$ cat config.mk
export PLATFORM = sky130hd
export DESIGN_NAME = hex_entry_reg
export DESIGN_NICKNAME = d
export VERILOG_FILES = /design/src/rtl/hex_entry_reg_pkg.sv /design/src/rtl/hex_entry_reg_button_debounce.sv /design/src/rtl/hex_entry_reg.sv
export SDC_FILE = /design/constraint.sdc
export NUM_CORES = 1
export LEC_CHECK = 0
export BUFFER_PORTS_ARGS = -buffer_cell sky130_fd_sc_hd__buf_2
export CORE_MARGIN = 3
export CORE_UTILIZATION = 46
export CTS_CLUSTER_DIAMETER = 30
export CTS_CLUSTER_SIZE = 30
export DETAILED_ROUTE_END_ITERATION = 10
export PLACE_DENSITY = 0.67
export SYNTH_ARGS = -nofsm -noshare
export SYNTH_HDL_FRONTEND = slang
export SYNTH_SLANG_ARGS = --single-unit
$ cat constraint.sdc
create_clock -name clock -period 2.56 [get_ports clock]
set_input_delay 0.256 -clock clock [delete_from_list [all_inputs] [get_ports clock]]
set_output_delay 0.256 -clock clock [all_outputs]
set_load 0.005 [all_outputs]
$ cat src/rtl/hex_entry_reg_pkg.sv
// Shared constants for the hex entry path and the seven-segment display driver.
// Also holds the button map and the action priority encoder.
package hex_entry_reg_pkg;

    localparam int NDIG_DEF      = 8;
    localparam int NIB_W         = 4;
    localparam int DB_CYCLES_DEF = 500000;
    localparam int NUM_BTN       = 3;

    typedef enum logic [1:0] {
        BTN_LOAD  = 2'd0,
        BTN_BACK  = 2'd1,
        BTN_CLEAR = 2'd2
    } btn_e;

    typedef enum logic [1:0] {
        ACT_NONE,
        ACT_CLEAR,
        ACT_LOAD,
        ACT_BACK
    } act_e;

    // Exactly one action per cycle: clear beats load, and load beats back.
    function automatic act_e pick_action(input logic [NUM_BTN-1:0] press);
        act_e a;
        a = ACT_NONE;
        if (press[BTN_CLEAR])     a = ACT_CLEAR;
        else if (press[BTN_LOAD]) a = ACT_LOAD;
        else if (press[BTN_BACK]) a = ACT_BACK;
        return a;
    endfunction

endpackage

$ cat src/rtl/hex_entry_reg_button_debounce.sv
// Synchronizes, debounces and rising-edge-detects one raw push-button.
// level is the debounced state; press is a one-cycle strobe on the accepted rise.
module button_debounce #(
    parameter int DB_CYCLES = 4
) (
    input  logic clock,
    input  logic reset,
    input  logic raw,
    output logic level,
    output logic press
);

    localparam int CW = (DB_CYCLES > 2) ? $clog2(DB_CYCLES) : 1;

    logic          s1, s2;
    logic          stable, stable_q;
    logic [CW-1:0] cnt;

    always_ff @(posedge clock) begin
        if (reset) begin
            s1       <= 1'b0;
            s2       <= 1'b0;
            stable   <= 1'b0;
            stable_q <= 1'b0;
            cnt      <= '0;
        end else begin
            s1       <= raw;
            s2       <= s1;
            stable_q <= stable;
            // Any sample that agrees with the accepted level restarts the count.
            if (s2 != stable) begin
                if (cnt == CW'(DB_CYCLES - 1)) begin
                    stable <= s2;
                    cnt    <= '0;
                end else begin
                    cnt <= cnt + 1'b1;
                end
            end else begin
                cnt <= '0;
            end
        end
    end

    assign level = stable;
    assign press = stable & ~stable_q;

endmodule

$ cat src/rtl/hex_entry_reg.sv
// Hex digit entry register: debounced buttons shift switch nibbles in or out
// of a registered value that feeds the display driver directly.
module hex_entry_reg
    import hex_entry_reg_pkg::*;
#(
    parameter int DB_CYCLES = DB_CYCLES_DEF,
    parameter int NDIG      = NDIG_DEF
) (
    input  logic                         clock,
    input  logic                         reset,
    input  logic [NIB_W-1:0]             sw,
    input  logic                         btn_load,
    input  logic                         btn_back,
    input  logic                         btn_clear,
    output logic [NIB_W*NDIG-1:0]        value,
    output logic [$clog2(NDIG+1)-1:0]    digits,
    output logic                         full
);

    localparam int VW = NIB_W * NDIG;
    localparam int DW = $clog2(NDIG + 1);

    logic [NUM_BTN-1:0] raw;
    logic [NUM_BTN-1:0] unused_level;
    logic [NUM_BTN-1:0] press;

    always_comb begin
        raw            = '0;
        raw[BTN_LOAD]  = btn_load;
        raw[BTN_BACK]  = btn_back;
        raw[BTN_CLEAR] = btn_clear;
    end

    button_debounce #(.DB_CYCLES(DB_CYCLES)) u_db [NUM_BTN-1:0] (
        .clock (clock),
        .reset (reset),
        .raw   (raw),
        .level (unused_level),
        .press (press)
    );

    always_ff @(posedge clock) begin
        if (reset) begin
            value  <= '0;
            digits <= '0;
            full   <= 1'b0;
        end else begin
            case (pick_action(press))
                ACT_CLEAR: begin
                    value  <= '0;
                    digits <= '0;
                    full   <= 1'b0;
                end
                // A load while full is dropped so no entered digit is lost.
                ACT_LOAD: if (!full) begin
                    value  <= {value[VW-NIB_W-1:0], sw};
                    digits <= digits + 1'b1;
                    full   <= (digits == DW'(NDIG - 1));
                end
                ACT_BACK: if (digits != '0) begin
                    value  <= {{NIB_W{1'b0}}, value[VW-1:NIB_W]};
                    digits <= digits - 1'b1;
                    full   <= 1'b0;
                end
                default: ;
            endcase
        end
    end

endmodule

-- Word level (Yosys, flattened, before mapping)
Cells that the tools add are included.
- bitwise logic cells: 9
- multiplexer cells: 13
- add/sub/neg operators: 5
- reduce and logical (&&, ||, !) cells: 10
- equality and inequality tests: 12
- operator list (kind ; count):
    $pmux W32 S3 ; 1
    $mux W32 ; 2
    $add A19 B1 Y19 const B ; 3
    $eq A19 B19 Y1 const B ; 3
    $pmux W4 S3 ; 1
    $reduce_or A3 Y1 ; 3
    $mux W2 ; 4
    $mux W4 ; 2
    $reduce_and A2 Y1 ; 4
    $not A1 Y1 ; 6
    $add A4 B1 Y4 const B ; 1
    $eq A2 B2 Y1 const B ; 2
    $eq A4 B3 Y1 const B ; 1
    $ne A2 B2 Y1 const B ; 2
    $reduce_bool A4 Y1 ; 1
    $sub A4 B1 Y4 const B ; 1
    $and A1 B1 Y1 ; 3
    $ne A1 B1 Y1 ; 3
    $pmux W1 S3 ; 1
    $reduce_and A3 Y1 ; 1
    $reduce_bool A3 Y1 ; 1
    $eq A2 B1 Y1 const B ; 1
    $mux W1 ; 2
- register bits: 106
- word-level logic and storage cells: 67
- output and inout bits: 37
- input port bits: 9

-- Longest topological paths before layout
- depth in word-level cells: 9
- gate-level depth with buffers: 11
- depth with buffers taken out: 8

-- Hierarchy
A second synthesis with hierarchy kept.
- cell total of the unflattened synthesis: 515
- area, all modules: 4673.2 um^2
- modules (own cells, without submodules) (module ; instances ; cells each ; seq. area each (um^2) ; area each (um^2)):
    button_debounce ; 3 ; 109 ; 460.4 ; 999.7
    hex_entry_reg ; 1 ; 188 ; 740.7 ; 1674.1

-- Worst setup path before layout
OpenSTA, ideal clock, no wires.
- path kind: flip-flop to flip-flop
- from: register u_db[1].stable
- to: register digits[3]
- arrival: 2.365 ns
- library setup time: 0.075 ns
- path buffers: 2
- cell stages (with the launch flop): 11
- setup slack: 0.120 ns
- required time: 2.485 ns
- period minus slack after synthesis: 2.440 ns
- cells stage by stage: dfxtp_1 > nor2b_1 > and3_4 > buf_6 > clkbuf_1 > ha_1 > a21o_1 > a21oi_1 > xor2_1 > or4_1 > a31oi_1
- longest elaborated chain between the ends: 8
- elaborated cells between the ends (all ways): 13
- those cells by class: eq/ne (5); mux (5); bitwise (1); reduce/logical (2)
- RTL lines (what ; RTL line ; RTL):
    start: declaration ; hex_entry_reg_button_debounce.sv:16 ; logic stable, stable_q;
    start signal: assignment ; hex_entry_reg_button_debounce.sv:23 ; stable <= 1'b0;
    start signal: assignment ; hex_entry_reg_button_debounce.sv:33 ; stable <= s2;
    $and A1 B1 Y1 * ; hex_entry_reg_button_debounce.sv:45 ; assign press = stable & ~stable_q;
    $mux W2 * ; hex_entry_reg_pkg.sv:29 ; else if (press[BTN_BACK]) a = ACT_BACK;
    $mux W2 * ; hex_entry_reg_pkg.sv:28 ; else if (press[BTN_LOAD]) a = ACT_LOAD;
    $mux W2 * ; hex_entry_reg_pkg.sv:27 ; if (press[BTN_CLEAR]) a = ACT_CLEAR;
    $mux W2 * ; hex_entry_reg.sv:43 ; if (reset) begin
    $eq A2 B2 Y1 / $eq A2 B1 Y1 (equally long branches) ; hex_entry_reg.sv:48 ; case (pick_action(press))
    $ne A2 B2 Y1 (no line) / $reduce_bool A3 Y1 (equally long branches) ; - ;
    $reduce_and A3 Y1 (no line) ; - ;
    end signal: assignment ; hex_entry_reg.sv:57 ; digits <= digits + 1'b1;
    end signal: assignment ; hex_entry_reg.sv:62 ; digits <= digits - 1'b1;
    end: declaration ; hex_entry_reg.sv:16 ; output logic [$clog2(NDIG+1)-1:0] digits,
Every way passes the cells marked *; elsewhere a longest branch is shown, timed or not. The select of a mux whose other input is x is not followed.
A chain may end at the register's enable or synchronous reset.

-- Final worst setup path
Ends and elaborated chain as after synthesis.

==> reports/results.md <==
### Global route
- **total global routing overflow** 0
- **total global-route track usage** 0.1649
- **via count of the first global-routing pass** 3309
- **wire length of the first global-routing pass** 15.04 mm
- **initial antenna violation count** 0
- **maximum number of pins on one net before global-route repair** 31

### Die
- **DIE AREA** 10910 sq um
- **Die Y-Extent** 104.5 um
- **Die W** 104.5 um
- **core region area** 9328 sq um
- **starting density of the core** 0.4781
- **number of placed I/O pins** 46
- **std cell rows** 35

### Drt
- **number of violations reported at the end of detailed-routing iteration 0** 129
- **average wire per standard cell** 12.70 um
- **Via density** 5.238
- **Final ANT Viol Nets** 0
- **DRC violations left** 0
- **via count** 3546
- **total routed wirelength** 8.601 mm
- **length of the first detailed-routing pass in iterations** 4

### Logic synthesis
- **largest cells by area after synthesis** sky130_fd_sc_hd__dfxtp_1, sky130_fd_sc_hd__nor2_1, sky130_fd_sc_hd__a221oi_1
- **synth cell count leaders** sky130_fd_sc_hd__dfxtp_1, sky130_fd_sc_hd__nor2_1, sky130_fd_sc_hd__nor3_1
- **flip-flop and latch count after synthesis** 106
- **Mapped Area** 4459 sq um
- **number of enable-type register cells in the synthesized netlist** 0
- **Syn Area/Cell** 8.830 sq um
- **predominant post-synthesis flop cell** sky130_fd_sc_hd__dfxtp_1
- **sequential-to-total area share from yosys stat** 0.4759
- **share of synthesized flip-flops with an asynchronous set or reset** 0
- **Synth top area share** 0.4759
- **most area-hungry cell type in the Yosys netlist** sky130_fd_sc_hd__dfxtp_1
- **Synth Warn #** 0
- **Yosys cell types** 35
- **synthesized netlist net count** 520
- **number of instances in the synthesized netlist** 505

### Clock network
- **Clk Tree Root Cell** sky130_fd_sc_hd__clkbuf_8
- **number of buffers added for setup after CTS** 0
- **CTS Hold Bufs** 0
- **CTS H-Tree Depth** 3
- **CTS resizes** 0
- **CTS buffer count** 9
- **CTS Buffer Depth** 2
- **number of clock sinks seen by CTS** 106
- **clock-pin slew on the worst setup and hold paths** 0.09 ns
- **TritonCTS clock tree** yes
- **Clk Latency, worst-skew pair** 0.36 ns

### Timing
- **post-route clock skew** 0.006903 ns
- **fmax** 429.1 MHz
- **relative slew slack** 0.5666
- **shortest clock period the worst path allows after layout** 2.330 ns
- **number of endpoints failing setup at the final stage** 0
- **Final Hold Fails** 0
- **Final Max Slew Viols** 0
- **final worst path period share** 0.9103
- **Total Negative Setup Slacks** 0 ns
- **RSZ-0062 raised after global routing** no
- **post-route worst setup slack** 0.2295 ns
- **transition at the pin with the smallest max-transition slack** 0.6451 ns

### Worst hold path
- **path type of the worst min-delay path** input pin to flop

### Final layout
- **ratio of cells with drive above 1 in the final layout** 0.1241
- **net total in the final layout** 558
- **number of diodes added for antenna fixing** 0
- **area delta synth->final** 11.03%

### Power and ir drop
- **static leakage** 1.745 nW
- **total power per unit cell area** 539.3 nW/um^2
- **VDD IR-drop max** 316.8 uV

### Place
- **worst slack, placed** 0.2608 ns
- **HPWL after detailed placement** 5.820 mm
- **count of port buffers added during placement** 45
- **placer congestion estimate** 0.8031

### Setup path
- **arrival time worst endpoint** 2.63 ns
- **Startpoint Class** flop
- **Required @ worst endpoint** 2.86 ns
- **maximum net fanout on the critical path** 18
- **number of buffer and inverter instances along the worst setup path** 0
- **delay-heaviest family, CP** simple AND/OR/NAND/NOR gates
- **type of destination of the critical path** flop
- **ordered list of cells on the worst path** nor2b_1, and3_4, ha_1, a21o_1, a21oi_1, xor2_1, or4_1, a31oi_1
- **worst stage delay on the critical path** 0.47 ns
- **slowest stage cell, crit path** sky130_fd_sc_hd__or4_1
- **Worst Setup Path Type** flop to flop

### Job
- **Max-cap violations** 0

### Run status
- **outcome** finished clean

-- layout make-up --
| type | count | area (sq um) |
|---|---|---|
| Inverter | 14 | 52.55 |
| Multi-Input combinational cell | 359 | 2138 |
| Timing Repair Buffer | 53 | 297.8 |
| Fill cell | 904 | 4377 |
| Clock buffer | 13 | 138.9 |
| Clock inverter | 3 | 40.04 |
| Sequential cell | 106 | 2122 |
| Tap cell | 129 | 161.4 |
-- state kept, by name (all words and copies together) (netlist names) --
signal,flops
u_db.s1,3
u_db.cnt,57
u_db.stable_q,3
value,32
u_db.s2,3
u_db.level,3
full,1
digits,4
-- routing by layer --
| layer | part of all wire | up-vias | GRT usage |
|---|---|---|---|
| met5 | 0 | - | 0 |
| met1 | 0.47 | 1673 | 0.2070 |
| met2 | 0.48 | 47 | 0.2721 |
| met3 | 0.037 | 9 | 0.04593 |
| li1 | - | 1817 | - |
| met4 | 0.013 | 0 | 0.05603 |
-- path summary, 6_finish.rpt --
check                             startpoint                      to  slack, ns  cells after the start
setup / recovery  u_db[1].level$_SDFFE_PP0P_  digits[3]$_SDFFE_PP0P_       0.23                      8
hold / removal                      btn_load   u_db[0].s1$_SDFF_PP0_       0.11                      2
setup reg to reg  u_db[1].level$_SDFFE_PP0P_  digits[3]$_SDFFE_PP0P_       0.23                      8
hold reg to reg        u_db[2].s1$_SDFF_PP0_   u_db[2].s2$_SDFF_PP0_       0.46                      1
-- cells in the final DEF (no fill, tap or decap), types with 22 or more instances in the layout --
cell type / synthesis / routed
sky130_fd_sc_hd__nor2_1: 106 / 106
sky130_fd_sc_hd__dfxtp_1: 106 / 106
sky130_fd_sc_hd__buf_2: 6 / 45
sky130_fd_sc_hd__nor3_1: 41 / 41
sky130_fd_sc_hd__xor2_1: 28 / 28
sky130_fd_sc_hd__a221oi_1: 28 / 28
sky130_fd_sc_hd__xnor2_1: 28 / 28
sky130_fd_sc_hd__nand2_1: 26 / 26
sky130_fd_sc_hd__nand3_1: 22 / 22
-- cells by family (layout without fill, tap and decap cells) --
family,after synthesis,in the layout,share of synthesized area
simple gates,252,252,0.2688
flops,106,106,0.4759
xor+xnor,56,56,0.1100
compound gates,42,42,0.07548
buf+inv,40,83,0.04461
fa+ha+maj,6,6,0.01852
mux,3,3,0.006734
-- through the flow --
step | std cells | area (sq um) | hold WS [ns] | power (mW) | utilization
floorplan | 505 | 4459 | 0.3842 | 1.719 | -
global placement | 661 | 4772 | 0.4324 | 1.730 | 0.5116
detailed placement | 661 | 4772 | 0.4450 | 1.731 | 0.5116
CTS | 677 | 4951 | 0.09952 | 2.713 | 0.5308
global route | 677 | 4951 | 0.1100 | 2.774 | 0.5308
finish | 677 | 4951 | 0.1140 | 2.670 | 0.5308
-- power breakdown --
group          leakage [nW]  total, mW  internal, mW  switching, mW
logic                 0.798     0.0352        0.0117         0.0235
registers             0.855       1.66          1.65        0.00325
clock network        0.0914      0.978         0.452          0.527
total                  1.74       2.67          2.12          0.553
Note: power is estimated with default switching activity, not from simulation.
